<file path="config.mk">
export PLATFORM = sky130hd
export DESIGN_NAME = sdram_arbit
export DESIGN_NICKNAME = d
export VERILOG_FILES = /design/src/rtl/sdram_arbit_pkg.sv /design/src/rtl/sdram_arbit.sv
export SDC_FILE = /design/constraint.sdc
export NUM_CORES = 1
export LEC_CHECK = 0
export CAP_MARGIN = 20
export CORE_MARGIN = 3
export CORE_UTILIZATION = 31
export CTS_CLUSTER_DIAMETER = 120
export CTS_CLUSTER_SIZE = 30
export DETAILED_ROUTE_END_ITERATION = 12
export PLACE_DENSITY = 0.94
export SYNTH_ARGS = -nofsm -noshare
export SYNTH_HDL_FRONTEND = slang
export SYNTH_SLANG_ARGS = --single-unit
</file>
<file path="constraint.sdc">
create_clock -name clk -period 3.4 [get_ports clk]
set_input_delay 0.34 -clock clk [delete_from_list [all_inputs] [get_ports clk]]
set_output_delay 0.34 -clock clk [all_outputs]
set_load 0.005 [all_outputs]
</file>
<file path="src/rtl/sdram_arbit_pkg.sv">
// Shared SDRAM parameter package: command encodings, arbiter states and grant codes.
// Used by every SDRAM sub-block (init, refresh, write, read, arbiter).
package sdram_arbit_pkg;

    // Commands are {cs_n, ras_n, cas_n, we_n}
    localparam logic [3:0] CMD_NOP          = 4'b0111;
    localparam logic [3:0] CMD_PRECHARGE    = 4'b0010;
    localparam logic [3:0] CMD_AUTO_REFRESH = 4'b0001;
    localparam logic [3:0] CMD_MRS          = 4'b0000;
    localparam logic [3:0] CMD_ACTIVE       = 4'b0011;
    localparam logic [3:0] CMD_READ         = 4'b0101;
    localparam logic [3:0] CMD_WRITE        = 4'b0100;

    typedef enum logic [2:0] {
        ST_IDLE  = 3'd0,
        ST_INIT  = 3'd1,
        ST_ARBIT = 3'd2,
        ST_REF   = 3'd3,
        ST_WRITE = 3'd4,
        ST_READ  = 3'd5
    } arb_state_t;

    typedef enum logic [1:0] {
        GNT_NONE = 2'd0,
        GNT_REF  = 2'd1,
        GNT_WR   = 2'd2,
        GNT_RD   = 2'd3
    } arb_gnt_t;

    function automatic logic is_known_cmd(input logic [3:0] cmd);
        return (cmd == CMD_NOP)          || (cmd == CMD_PRECHARGE) ||
               (cmd == CMD_AUTO_REFRESH) || (cmd == CMD_MRS)       ||
               (cmd == CMD_ACTIVE)       || (cmd == CMD_READ)      ||
               (cmd == CMD_WRITE);
    endfunction

endpackage

</file>
<file path="src/rtl/sdram_arbit.sv">
// SDRAM command arbiter: sequences init, then grants refresh > write > read.
// Define SDRAM_ARB_RR_EN to alternate write/read priority on simultaneous requests.
module sdram_arbit
    import sdram_arbit_pkg::*;
#(
    parameter int ADDR_WIDTH = 12,
    parameter int BA_WIDTH   = 2
) (
    input  logic                  clk,
    input  logic                  rst,

    input  logic                  init_end,
    input  logic [3:0]            init_cmd,
    input  logic [ADDR_WIDTH-1:0] init_addr,

    input  logic                  ref_rq,
    input  logic                  ref_end,
    input  logic [3:0]            ref_cmd,
    input  logic [ADDR_WIDTH-1:0] ref_addr,

    input  logic                  wr_rq,
    input  logic                  wr_end,
    input  logic [3:0]            wr_cmd,
    input  logic [ADDR_WIDTH-1:0] wr_addr,
    input  logic [BA_WIDTH-1:0]   wr_ba,

    input  logic                  rd_rq,
    input  logic                  rd_end,
    input  logic [3:0]            rd_cmd,
    input  logic [ADDR_WIDTH-1:0] rd_addr,
    input  logic [BA_WIDTH-1:0]   rd_ba,

    output logic                  ref_en,
    output logic                  wr_en,
    output logic                  rd_en,

    output logic                  sdram_cke,
    output logic                  sdram_cs_n,
    output logic                  sdram_ras_n,
    output logic                  sdram_cas_n,
    output logic                  sdram_we_n,
    output logic [ADDR_WIDTH-1:0] sdram_addr,
    output logic [BA_WIDTH-1:0]   sdram_ba
);

    arb_state_t state_q;
    logic       ref_en_q;
    logic       wr_en_q;
    logic       rd_en_q;
    arb_gnt_t   gnt_d;
    logic       wr_wins;

`ifdef SDRAM_ARB_RR_EN
    // Set after a write grant so that read wins the next write/read tie
    logic       rd_first_q;

    assign wr_wins = wr_rq && !(rd_rq && rd_first_q);
`else
    assign wr_wins = wr_rq;
`endif

    always_comb begin
        gnt_d = GNT_NONE;
        if (ref_rq) begin
            gnt_d = GNT_REF;
        end else if (wr_wins) begin
            gnt_d = GNT_WR;
        end else if (rd_rq) begin
            gnt_d = GNT_RD;
        end
    end

    always_ff @(posedge clk or posedge rst) begin
        if (rst) begin
            state_q    <= ST_IDLE;
            ref_en_q   <= 1'b0;
            wr_en_q    <= 1'b0;
            rd_en_q    <= 1'b0;
`ifdef SDRAM_ARB_RR_EN
            rd_first_q <= 1'b0;
`endif
        end else begin
            ref_en_q <= 1'b0;
            wr_en_q  <= 1'b0;
            rd_en_q  <= 1'b0;
            unique case (state_q)
                ST_IDLE: begin
                    state_q <= ST_INIT;
                end
                ST_INIT: begin
                    if (init_end) begin
                        state_q <= ST_ARBIT;
                    end
                end
                ST_ARBIT: begin
                    unique case (gnt_d)
                        GNT_REF: begin
                            state_q  <= ST_REF;
                            ref_en_q <= 1'b1;
                        end
                        GNT_WR: begin
                            state_q    <= ST_WRITE;
                            wr_en_q    <= 1'b1;
`ifdef SDRAM_ARB_RR_EN
                            rd_first_q <= 1'b1;
`endif
                        end
                        GNT_RD: begin
                            state_q    <= ST_READ;
                            rd_en_q    <= 1'b1;
`ifdef SDRAM_ARB_RR_EN
                            rd_first_q <= 1'b0;
`endif
                        end
                        default: begin
                            state_q <= ST_ARBIT;
                        end
                    endcase
                end
                // Owners run to completion; other requests wait in ARBIT
                ST_REF: begin
                    if (ref_end) begin
                        state_q <= ST_ARBIT;
                    end
                end
                ST_WRITE: begin
                    if (wr_end) begin
                        state_q <= ST_ARBIT;
                    end
                end
                ST_READ: begin
                    if (rd_end) begin
                        state_q <= ST_ARBIT;
                    end
                end
                default: begin
                    state_q <= ST_IDLE;
                end
            endcase
        end
    end

    assign ref_en = ref_en_q;
    assign wr_en  = wr_en_q;
    assign rd_en  = rd_en_q;

    logic [3:0]            cmd_d;
    logic [ADDR_WIDTH-1:0] addr_d;
    logic [BA_WIDTH-1:0]   ba_d;

    always_comb begin
        cmd_d  = CMD_NOP;
        addr_d = '0;
        ba_d   = '0;
        unique case (state_q)
            ST_INIT: begin
                cmd_d  = init_cmd;
                addr_d = init_addr;
            end
            ST_REF: begin
                cmd_d  = ref_cmd;
                addr_d = ref_addr;
            end
            ST_WRITE: begin
                cmd_d  = wr_cmd;
                addr_d = wr_addr;
                ba_d   = wr_ba;
            end
            ST_READ: begin
                cmd_d  = rd_cmd;
                addr_d = rd_addr;
                ba_d   = rd_ba;
            end
            default: begin
                cmd_d  = CMD_NOP;
                addr_d = '0;
                ba_d   = '0;
            end
        endcase
    end

    assign sdram_cke   = (state_q != ST_IDLE);
    assign sdram_cs_n  = cmd_d[3];
    assign sdram_ras_n = cmd_d[2];
    assign sdram_cas_n = cmd_d[1];
    assign sdram_we_n  = cmd_d[0];
    assign sdram_addr  = addr_d;
    assign sdram_ba    = ba_d;

endmodule

</file>
==> summary.json <==
{
  "timing": {
    "report.final.hold_viol_count": 0,
    "finalSetupViolCount": 0,
    "timing_worst_slew_pin_value_ps": 748,
    "timing.fmax_ghz": 0.390,
    "fin_crit_sh_pct": 75.4,
    "totalNegativeSetupSlack_ps": 0,
    "maxSlewHeadroom_pct": 50.1,
    "finalCriticalPeriod_ps": 2560,
    "fin_worst_skew_ps": 2.60,
    "rsz0062_at_grt": "no",
    "timing.final.max_slew_violations": 0
  },
  "power": {
    "p_sw_share_pct": 39.0,
    "p_seq_share_pct": 14.0,
    "power_frac_comb_pct": 79.9,
    "power-per-cell-area_mw_per_mm2": 576,
    "p_leak_nw": 0.803,
    "vdd.ir_drop.worst_mv": 0.271,
    "power.switching_mw": 0.425,
    "cellInternalPower_mw": 0.664,
    "clock_power_share_pct": 6.0
  },
  "critical_path": {
    "r2r_cells": 4,
    "critical_path_arrival_ps": 2220,
    "regToRegStartpoint": "state_q[0]",
    "worstPathMaxFanout": 16,
    "r2r_slack_ps": 1630,
    "start_kind": "flip-flop",
    "crit_required_ps": 3060,
    "crit-reg2reg-capture": "state_q[1]",
    "worst_setup_path_end_kind": "output pin",
    "worst_setup_path_class": "flip-flop to output pin"
  },
  "detailed_routing": {
    "drt_pass1_iterations": 4,
    "via_per_inst": 5.20,
    "route.detailed.drc": 0,
    "route.final.wire_length_um": 3490,
    "num_vias": 1150,
    "drtAntennaViolNets": 0,
    "wire_per_inst_um": 15.8,
    "drt_iter0_drc": 48
  },
  "worst_hold_path": {
    "hold_class": "primary input to async pin"
  },
  "clocking": {
    "clock_path_buffers": 2,
    "cts_tree": "done",
    "cts_made_buffers": 3,
    "post_cts.resized_instances": 0,
    "clock_latency_ps": 240,
    "cts.sink_count": 6,
    "clkSlewWorstSetupHoldPaths_ps": 50,
    "ctsHoldBuffers": 0,
    "cts_setup_buffers": 0,
    "h-tree-depth": 1,
    "root_buffer": "clkbuf_4"
  },
  "outcome": {
    "status": "complete, no violations"
  },
  "grt": {
    "grt_pass1_wl_um": 5480,
    "grt_start_max_net_pins": 25,
    "globalRoute.totalOverflow": 0,
    "global_route.usage.total_pct": 19.2,
    "first_global_vias": 1255,
    "antenna_found_initial": 0
  },
  "place": {
    "buffer_ports.inserted": 98,
    "dpl_cell_area_mm2": 0.00187,
    "routabilityCongestion": 0.884,
    "hpwlAfterDp_um": 2830
  },
  "floorplan": {
    "fp.dieW_um": 60.7,
    "start_util_pct": 33.1,
    "std_cell_rows": 19,
    "core_area_mm2": 0.00281,
    "io-pin-count": 99,
    "die_h_um": 60.7,
    "dieArea_mm2": 0.00369
  },
  "yosys": {
    "syn_area_per_cell_um2": 9.67,
    "synth_warnings": 0,
    "ys_ff_latch": 6,
    "synth-seq-area-share_pct": 16.2,
    "synth.distinct_cells": 32,
    "mappedNetlistArea_um2": 928,
    "synthesis.instances": 96,
    "syn-num-nets": 173
  },
  "cells_and_area": {
    "design.final.nets": 269,
    "area_delta_synth_final_pct": 104,
    "postLayoutCellArea_mm2": 0.00189,
    "layout-drive-gt1-share_pct": 6.84,
    "antenna-diode-count": 0
  },
  "job": {
    "timing.max_cap.violations": 0
  }
}
-- layout make-up --
cell class	count	area, um2
multi-input combinational	79	664
timing repair buffer	100	1010
sequential	6	150
inverter	2	7.51
clock buffer	3	22.5
tap	31	38.8
fill	236	913
-- power by group through the flow --
stage / Sequential, mW / Clock (mW) / Combinational, mW
after floorplan: 0.114 / 0 / 0.583
after global placement: 0.150 / 0 / 0.848
after detailed placement: 0.154 / 0 / 0.870
after CTS: 0.153 / 0.0678 / 0.877
after global routing: 0.161 / 0.0740 / 0.945
final: 0.153 / 0.0658 / 0.871
-- worst max path at each step --
stage / start / to / slack [ps] / depth (start not counted)
3_3_place_gp: state_q[0] / sdram_cas_n / 1160 / 5
5_1_grt: state_q[0] / sdram_cas_n / 670 / 5
4_1_cts: state_q[0] / sdram_addr[6] / 810 / 4
2_1_floorplan: state_q[2] / sdram_addr[0] / 2080 / 4
6_report: state_q[0] / sdram_addr[6] / 840 / 4
3_5_place_dp: state_q[0] / sdram_cas_n / 1080 / 5
-- Yosys cell counts --
cell type  instances  area (um2)
a211oi_1           1        7.51
a21o_1             1        7.51
a21oi_1            1        5.00
a2bb2oi_1          2        17.5
a31oi_1            1        6.26
a32oi_1            1        8.76
and2b_1            1        7.51
and3_1             1        6.26
buf_12             1        20.0
buf_4              1        7.51
buf_6              7        78.8
dfrtp_1            6         150
inv_1              2        7.51
mux2_2             1        11.3
mux2i_1           31         310
nand2_1            2        7.51
nand2_2            1        6.26
nand2b_1           5        31.3
nand2b_4           1        13.8
nor2_1             4        15.0
nor2b_1            1        6.26
nor2b_4            1        13.8
nor3_1             1        5.00
nor3b_1            1        7.51
nor4_1             1        6.26
o211ai_1           1        7.51
o21ai_1            1        5.00
o22a_1             2        17.5
o22ai_1           11        68.8
o22ai_2            3        37.5
o31ai_4            1        21.3
or3_1              1        6.26
-- layer usage --
metal | part of all wire (%) | vias to the layer above | wire [um] | GRT usage (%)
met1 | 35 | 515 | 1230 | 20.5
met5 | 0 | - | 0 | 0
li1 | - | 560 | - | -
met3 | 9.9 | 4 | 344 | 5.32
met4 | 0.34 | 0 | 12 | 4.02
met2 | 55 | 71 | 1900 | 37.3
-- sequential cells by signal (all words and copies together) (netlist names) --
| register | cells |
|---|---|
| wr_en | 1 |
| state_q | 3 |
| ref_en | 1 |
| rd_en | 1 |
-- stage by stage --
step / std cells / hold WS, ps / util (%) / power, mW / setup WS [ps]
finish: 221 / 310 / 67.4 / 1.09 / 836
global route: 221 / 337 / 67.4 / 1.18 / 668
CTS: 221 / 316 / 67.4 / 1.10 / 810
detailed placement: 218 / 579 / 66.6 / 1.02 / 1080
global placement: 218 / 561 / 66.6 / 0.999 / 1160
floorplan: 96 / 131 / - / 0.697 / 2080
-- cells by family after synthesis --
logic type / share of synthesized area, %
buffers and inverters: 12.3
AO/OA/AOI/OAI: 22.6
AND/OR/NAND/NOR: 14.3
multiplexers: 34.6
flip-flops: 16.2
-- layout by cell type (no fill, tap or decap), types with 2 or more instances in the layout --
cell type / instances
clkdlybuf4s50_1: 98
mux2i_1: 31
o22ai_1: 11
dfrtp_1: 6
nand2b_1: 5
nor2_1: 4
o22ai_2: 3
clkbuf_4: 3
a2bb2oi_1: 2
o22a_1: 2
inv_1: 2
nand2_1: 2
-- worst max-delay path, cell delays in order (launching register included) --
cell and delay, ps:
dfrtp_1 820, buf_12 240, nand2b_4 140, o22ai_1 210
clkdlybuf4s50_1 560
Note: power is estimated with default switching activity, not from simulation.
